--- src/rtl/regime_watchdog.sv ---
// Watchdog over eigen-core results: classifies kappa/regime, debounces trips, flags stale core.
// Latency: one clk; a result accepted at edge N is visible on every output right after edge N.
// Backpressure: none; results arriving while en=0 or clr=1 are dropped.
module regime_watchdog #(
  parameter int          TRIP_N      = 3,
  parameter int          CLEAR_N     = 4,
  parameter int          TIMEOUT_CYC = 1024,
  parameter int          KW          = 32,
  // trip_total stops counting at this value; all-ones for the 16-bit counter
  parameter logic [15:0] TRIP_SAT    = 16'hFFFF
) (
  input  logic                 clk,
  input  logic                 rst_n,
  input  logic                 en,
  input  logic                 res_valid,
  input  logic signed [KW-1:0] kappa,
  input  logic signed [KW-1:0] inv_kappa,
  input  logic [2:0]           regime,
  input  logic signed [KW-1:0] kappa_hi,
  input  logic signed [KW-1:0] kappa_lo,
  input  logic                 clr,
  output logic                 alarm,
  output logic                 warn,
  output logic [1:0]           wd_state,
  output logic                 stale,
  output logic                 regime_err,
  output logic [15:0]          trip_total,
  output logic [KW-1:0]        last_kappa
);

  typedef enum logic [1:0] {
    ST_OK      = 2'b00,
    ST_SUSPECT = 2'b01,
    ST_ALARM   = 2'b10,
    ST_RECOVER = 2'b11
  } wd_state_e;

  localparam int            TW      = $clog2(TIMEOUT_CYC);
  localparam logic [TW-1:0] T_LAST  = TW'(TIMEOUT_CYC - 1);
  localparam logic [TW-1:0] T_PRE   = TW'(TIMEOUT_CYC - 2);
  localparam logic [7:0]    TRIP_L  = 8'(TRIP_N);
  localparam logic [7:0]    CLEAR_L = 8'(CLEAR_N);

  wd_state_e      state_q, st_nxt;
  logic [7:0]     bad_cnt_q, bad_nxt;
  logic [7:0]     good_cnt_q, good_nxt;
  logic [TW-1:0]  timer_q;
  logic           stale_q, regime_err_q, alarm_q, warn_q;
  logic [15:0]    trip_total_q;
  logic [KW-1:0]  last_kappa_q;

  logic accept, onehot, under, is_bad, is_good, timeout_hit, enter_alarm;

  // inv_kappa travels with the result but plays no part in classification
  logic unused_inv;
  assign unused_inv = ^inv_kappa;

  // Classify the incoming result and detect the edge on which the timer expires
  always_comb begin
    accept      = en && res_valid && !clr;
    onehot      = (regime == 3'b100) || (regime == 3'b010) || (regime == 3'b001);
    under       = (regime == 3'b001);
    is_bad      = !onehot || (under && (kappa >= kappa_hi));
    is_good     = onehot && (!under || (kappa <= kappa_lo));
    // once the timer sits at T_LAST it no longer matches T_PRE, so no repeated trips
    timeout_hit = en && !accept && !clr && (timer_q == T_PRE);
  end

  // Next state and debounce counters; every ALARM entry clears both counters
  always_comb begin
    st_nxt   = state_q;
    bad_nxt  = bad_cnt_q;
    good_nxt = good_cnt_q;
    if (accept) begin
      if (!onehot) begin
        st_nxt   = ST_ALARM;
        bad_nxt  = 8'd0;
        good_nxt = 8'd0;
      end else begin
        case (state_q)
          ST_OK: begin
            if (is_bad) begin
              if (TRIP_L <= 8'd1) begin
                st_nxt  = ST_ALARM;
                bad_nxt = 8'd0;
              end else begin
                st_nxt  = ST_SUSPECT;
                bad_nxt = 8'd1;
              end
            end
          end
          ST_SUSPECT: begin
            if (is_bad) begin
              if (bad_cnt_q + 8'd1 >= TRIP_L) begin
                st_nxt  = ST_ALARM;
                bad_nxt = 8'd0;
              end else begin
                bad_nxt = bad_cnt_q + 8'd1;
              end
            end else if (is_good) begin
              st_nxt  = ST_OK;
              bad_nxt = 8'd0;
            end
          end
          ST_ALARM: begin
            if (is_good) begin
              if (CLEAR_L <= 8'd1) begin
                st_nxt   = ST_OK;
                good_nxt = 8'd0;
              end else begin
                st_nxt   = ST_RECOVER;
                good_nxt = 8'd1;
              end
            end
          end
          default: begin
            if (is_good) begin
              if (good_cnt_q + 8'd1 >= CLEAR_L) begin
                st_nxt   = ST_OK;
                good_nxt = 8'd0;
              end else begin
                good_nxt = good_cnt_q + 8'd1;
              end
            end else if (is_bad) begin
              st_nxt   = ST_ALARM;
              good_nxt = 8'd0;
            end
          end
        endcase
      end
    end else if (timeout_hit) begin
      st_nxt   = ST_ALARM;
      bad_nxt  = 8'd0;
      good_nxt = 8'd0;
    end
    enter_alarm = (st_nxt == ST_ALARM) && (state_q != ST_ALARM);
  end

  // All watchdog state and registered outputs; clr outranks everything but reset
  always_ff @(posedge clk) begin
    if (!rst_n) begin
      state_q      <= ST_OK;
      bad_cnt_q    <= 8'd0;
      good_cnt_q   <= 8'd0;
      timer_q      <= '0;
      stale_q      <= 1'b0;
      regime_err_q <= 1'b0;
      trip_total_q <= 16'd0;
      last_kappa_q <= '0;
      alarm_q      <= 1'b0;
      warn_q       <= 1'b0;
    end else if (clr) begin
      state_q      <= ST_OK;
      bad_cnt_q    <= 8'd0;
      good_cnt_q   <= 8'd0;
      timer_q      <= '0;
      stale_q      <= 1'b0;
      regime_err_q <= 1'b0;
      alarm_q      <= 1'b0;
      warn_q       <= 1'b0;
    end else begin
      state_q    <= st_nxt;
      bad_cnt_q  <= bad_nxt;
      good_cnt_q <= good_nxt;
      alarm_q    <= (st_nxt == ST_ALARM) || (st_nxt == ST_RECOVER);
      warn_q     <= (st_nxt == ST_SUSPECT);
      if (enter_alarm && (trip_total_q != TRIP_SAT)) begin
        trip_total_q <= trip_total_q + 16'd1;
      end
      if (accept) begin
        last_kappa_q <= kappa;
      end
      if (accept && !onehot) begin
        regime_err_q <= 1'b1;
      end
      if (!en || accept) begin
        timer_q <= '0;
      end else if (timer_q != T_LAST) begin
        timer_q <= timer_q + 1'b1;
      end
      if (accept) begin
        stale_q <= 1'b0;
      end else if (timeout_hit) begin
        stale_q <= 1'b1;
      end
    end
  end

  assign wd_state   = state_q;
  assign alarm      = alarm_q;
  assign warn       = warn_q;
  assign stale      = stale_q;
  assign regime_err = regime_err_q;
  assign trip_total = trip_total_q;
  assign last_kappa = last_kappa_q;

endmodule

--- config.mk ---
export PLATFORM = sky130hd
export DESIGN_NAME = regime_watchdog
export DESIGN_NICKNAME = d
export VERILOG_FILES = /design/src/rtl/regime_watchdog.sv
export SDC_FILE = /design/constraint.sdc
export NUM_CORES = 1
export LEC_CHECK = 0
export ABC_CLOCK_PERIOD_IN_PS = 6300
export CAP_MARGIN = 30
export CORE_AREA = 2 2 106 108
export CTS_CLUSTER_SIZE = 25
export DETAILED_ROUTE_END_ITERATION = 12
export DIE_AREA = 0 0 108 110
export GPL_ROUTABILITY_DRIVEN = 0
export GPL_TIMING_DRIVEN = 1
export PLACE_DENSITY = 0.86
export SYNTH_ARGS = -nofsm -noshare
export SYNTH_HDL_FRONTEND = slang
export SYNTH_SLANG_ARGS = --single-unit
export TNS_END_PERCENT = 100
--- constraint.sdc ---
create_clock -name clk -period 6.3 [get_ports clk]
set_input_delay 1.26 -clock clk [delete_from_list [all_inputs] [get_ports clk]]
set_output_delay 1.26 -clock clk [all_outputs]
set_load 0.01 [all_outputs]
==> results.ini <==
[sta]
fmax_ghz = 0.222
fin_hold_ws_ps = 457
finalMaxSlewViolations = 0
relSlewSlack_pct = 61.4
finalSetupViolations = 0
finClkSkew_ps = 10.3
hold_viol = 0
fin_crit_ps = 4510
worst_slew_pin_slew_ps = 577
fin_crit_sh_pct = 71.6
rsz0062_at_grt = no
fin_setup_tns_ps = 0

[synthesis]
synth_enable_flop_cells = 0
synth_commonest_cells = nand2_1, dfxtp_1, a21oi_1, ha_1, inv_1
synth_area_leaders = dfxtp_1, ha_1, a21oi_1, nand2_1, inv_1
synth_cells = 661
synth.most_common_cell = nand2_1
yosys_warnings = 0
synth_cell_types = 59
async_reset_ff_share_pct = 0
yosysTopAreaCell = dfxtp_1
synth_nets = 868
avgSynthCellArea_um2 = 7.85
ys_ff_latch = 80
synth_top_area_share_pct = 30.9
ys_seq_area_share_pct = 30.9
synth.cell_area_um2 = 5190
ys.flop_type = dfxtp_1

[floorplan]
dieArea_um2 = 11900
start_util_pct = 48.5
core-area_um2 = 10700
num_rows = 38
num_io_pins = 190
die_x_um = 108
dieHeight_um = 110

[place]
numPortBuffers = 157
placed_cells = 943
place_area_um2 = 6880
hpwl_mm = 11.7

[clock_network]
insertion_delay_ps = 350
cts_buffer_depth = 2
cts_buffers = 9
cts_tree = built
cts-hold-fix-buffers = 0
cts_root_buffer = clkbuf_8
cts_setup_buffers = 0
cts_sinks = 80
htree_levels = 3
clk_pin_slew_ps = 90
cts.repair.resized = 0

[power]
combPwrFrac_pct = 20.9
clkPwrFrac_pct = 33.8
switching_share_pct = 28.0
power_leakage_nw = 2.90
power_density_nw_per_um2 = 161
vdd_ir_drop_max_uv = 95.9
power_frac_seq_pct = 45.3
power.internal_mw = 0.824
netSwitchingPower_mw = 0.320

[worst_setup_path]
worstPathRequired_ps = 6590
reg2reg_depth = 11
rr_endpoint = trip_total[15]
arrival_ps = 4800
regToRegSetupSlack_ps = 3300
cp-end-kind = flip-flop
worst_setup_path_start_kind = primary input
path_max_fanout = 25
critical_path_class = in -> reg
r2r-start = trip_total[0]

[status]
status = completed

[hold_path]
hold_start = last_kappa[16]
hold_path.class = reg -> reg
whs_path_depth = 2
holdPathEnd = last_kappa[16]

[layout]
instances_no_fill = 959
fill_cells = 874
area_growth_pct = 36.5
multi_input_area_um2 = 3250
num_antenna_cells = 0
fin_nets = 1021
regArea_um2 = 1600
fin_area_um2 = 7080
drive_gt1_share_pct = 4.52

[global_routing]
antenna_found_initial = 0
grt_pass1_vias = 5142
grt_pass1_wl_mm = 23.7
grt_overflow_total = 0
track_usage_pct = 25.2
grt_max_degree = 42

[routing]
vias_per_cell = 5.53
firstDrtPassIters = 5
routed_wl_mm = 14.9
wl_per_cell_um = 15.6
drc = 0
drt_iter0_markers = 393
drtAntennaViolNets = 0
via_count = 5304

[flow_run]
cap_violations = 0

[critical path, stage by stage]
cell	delay (ps)
clkdlybuf4s50_1	480
ha_1	430
nand4_1	210
nor4_1	520
o31a_1	270
nor3_1	90
o21ai_4	230
a21oi_2	110
o32a_4	510
or4_1	530
a21oi_1	150
[how the worst max path moves through the flow]
stage | from | endpoint | slack (ps) | cells after the start
floorplan | kappa_lo[14] | trip_total[13] | 2320 | 12
global placement | kappa_lo[31] | trip_total[15] | 1500 | 12
detailed placement | kappa[7] | trip_total[13] | 1460 | 12
CTS | kappa[7] | trip_total[15] | 1840 | 12
global route | kappa[31] | trip_total[15] | 1570 | 11
finish | kappa[31] | trip_total[15] | 1790 | 11
[layout by cell type, fill, tap and decap left out, drive strengths merged, types with 16 or more instances in the layout]
cell type / n
and2: 16
ha: 71
nand2: 104
nand3: 22
clkdlybuf4s50: 157
dfxtp: 80
inv: 73
a21oi: 81
nand4: 23
nor2: 38
[cell families after synthesis]
group,count (synthesis),synth area share (%)
and+or+nand+nor,272,26.4
DFF,80,30.9
adders and majority gates,71,17.1
xor gates and xnor gates,9,1.52
muxes,9,1.74
buffers and inverters,88,6.53
AOI/OAI and AO/OA,132,15.8
[per-layer routing]
metal | global-route usage (%) | part of all wire, % | up-vias
li1 | - | - | 2622
met1 | 29.3 | 42 | 2445
met2 | 44.6 | 47 | 193
met3 | 5.00 | 6.6 | 44
met4 | 11.8 | 4.3 | 0
met5 | 0 | 0 | -
[power groups by stage]
stage / clock, mW / combinational [mW] / sequential [mW]
6_report: 0.386 / 0.240 / 0.518
5_1_grt: 0.418 / 0.265 / 0.519
4_1_cts: 0.396 / 0.238 / 0.518
3_5_place_dp: 0 / 0.236 / 0.530
3_3_place_gp: 0 / 0.226 / 0.529
2_1_floorplan: 0 / 0.111 / 0.532
[final cells by class]
cell class	instances	area share, %
Inverter	70	3.71
Tap cell	140	2.47
Sequential cell	80	22.6
Multi-Input combinational cell	493	45.9
Clock buffer	9	1.75
Timing Repair Buffer	160	22.5
Clock inverter	7	1.10
[per-stage QoR]
stage	utilization [%]	setup slack [ps]	total power, mW
detailed placement	64.3	1460	0.766
finish	66.2	1790	1.14
global placement	64.3	1500	0.755
CTS	66.2	1840	1.15
global route	66.2	1570	1.20
floorplan	-	2320	0.643
[sequential cells by signal, summed over array words and instances, names as in the netlist]
register / cells
alarm: 1
bad_cnt_q: 8
good_cnt_q: 8
last_kappa: 32
regime_err: 1
stale: 1
timer_q: 10
trip_total: 16
warn: 1
wd_state: 2
Power figures use the tool's default switching activity.
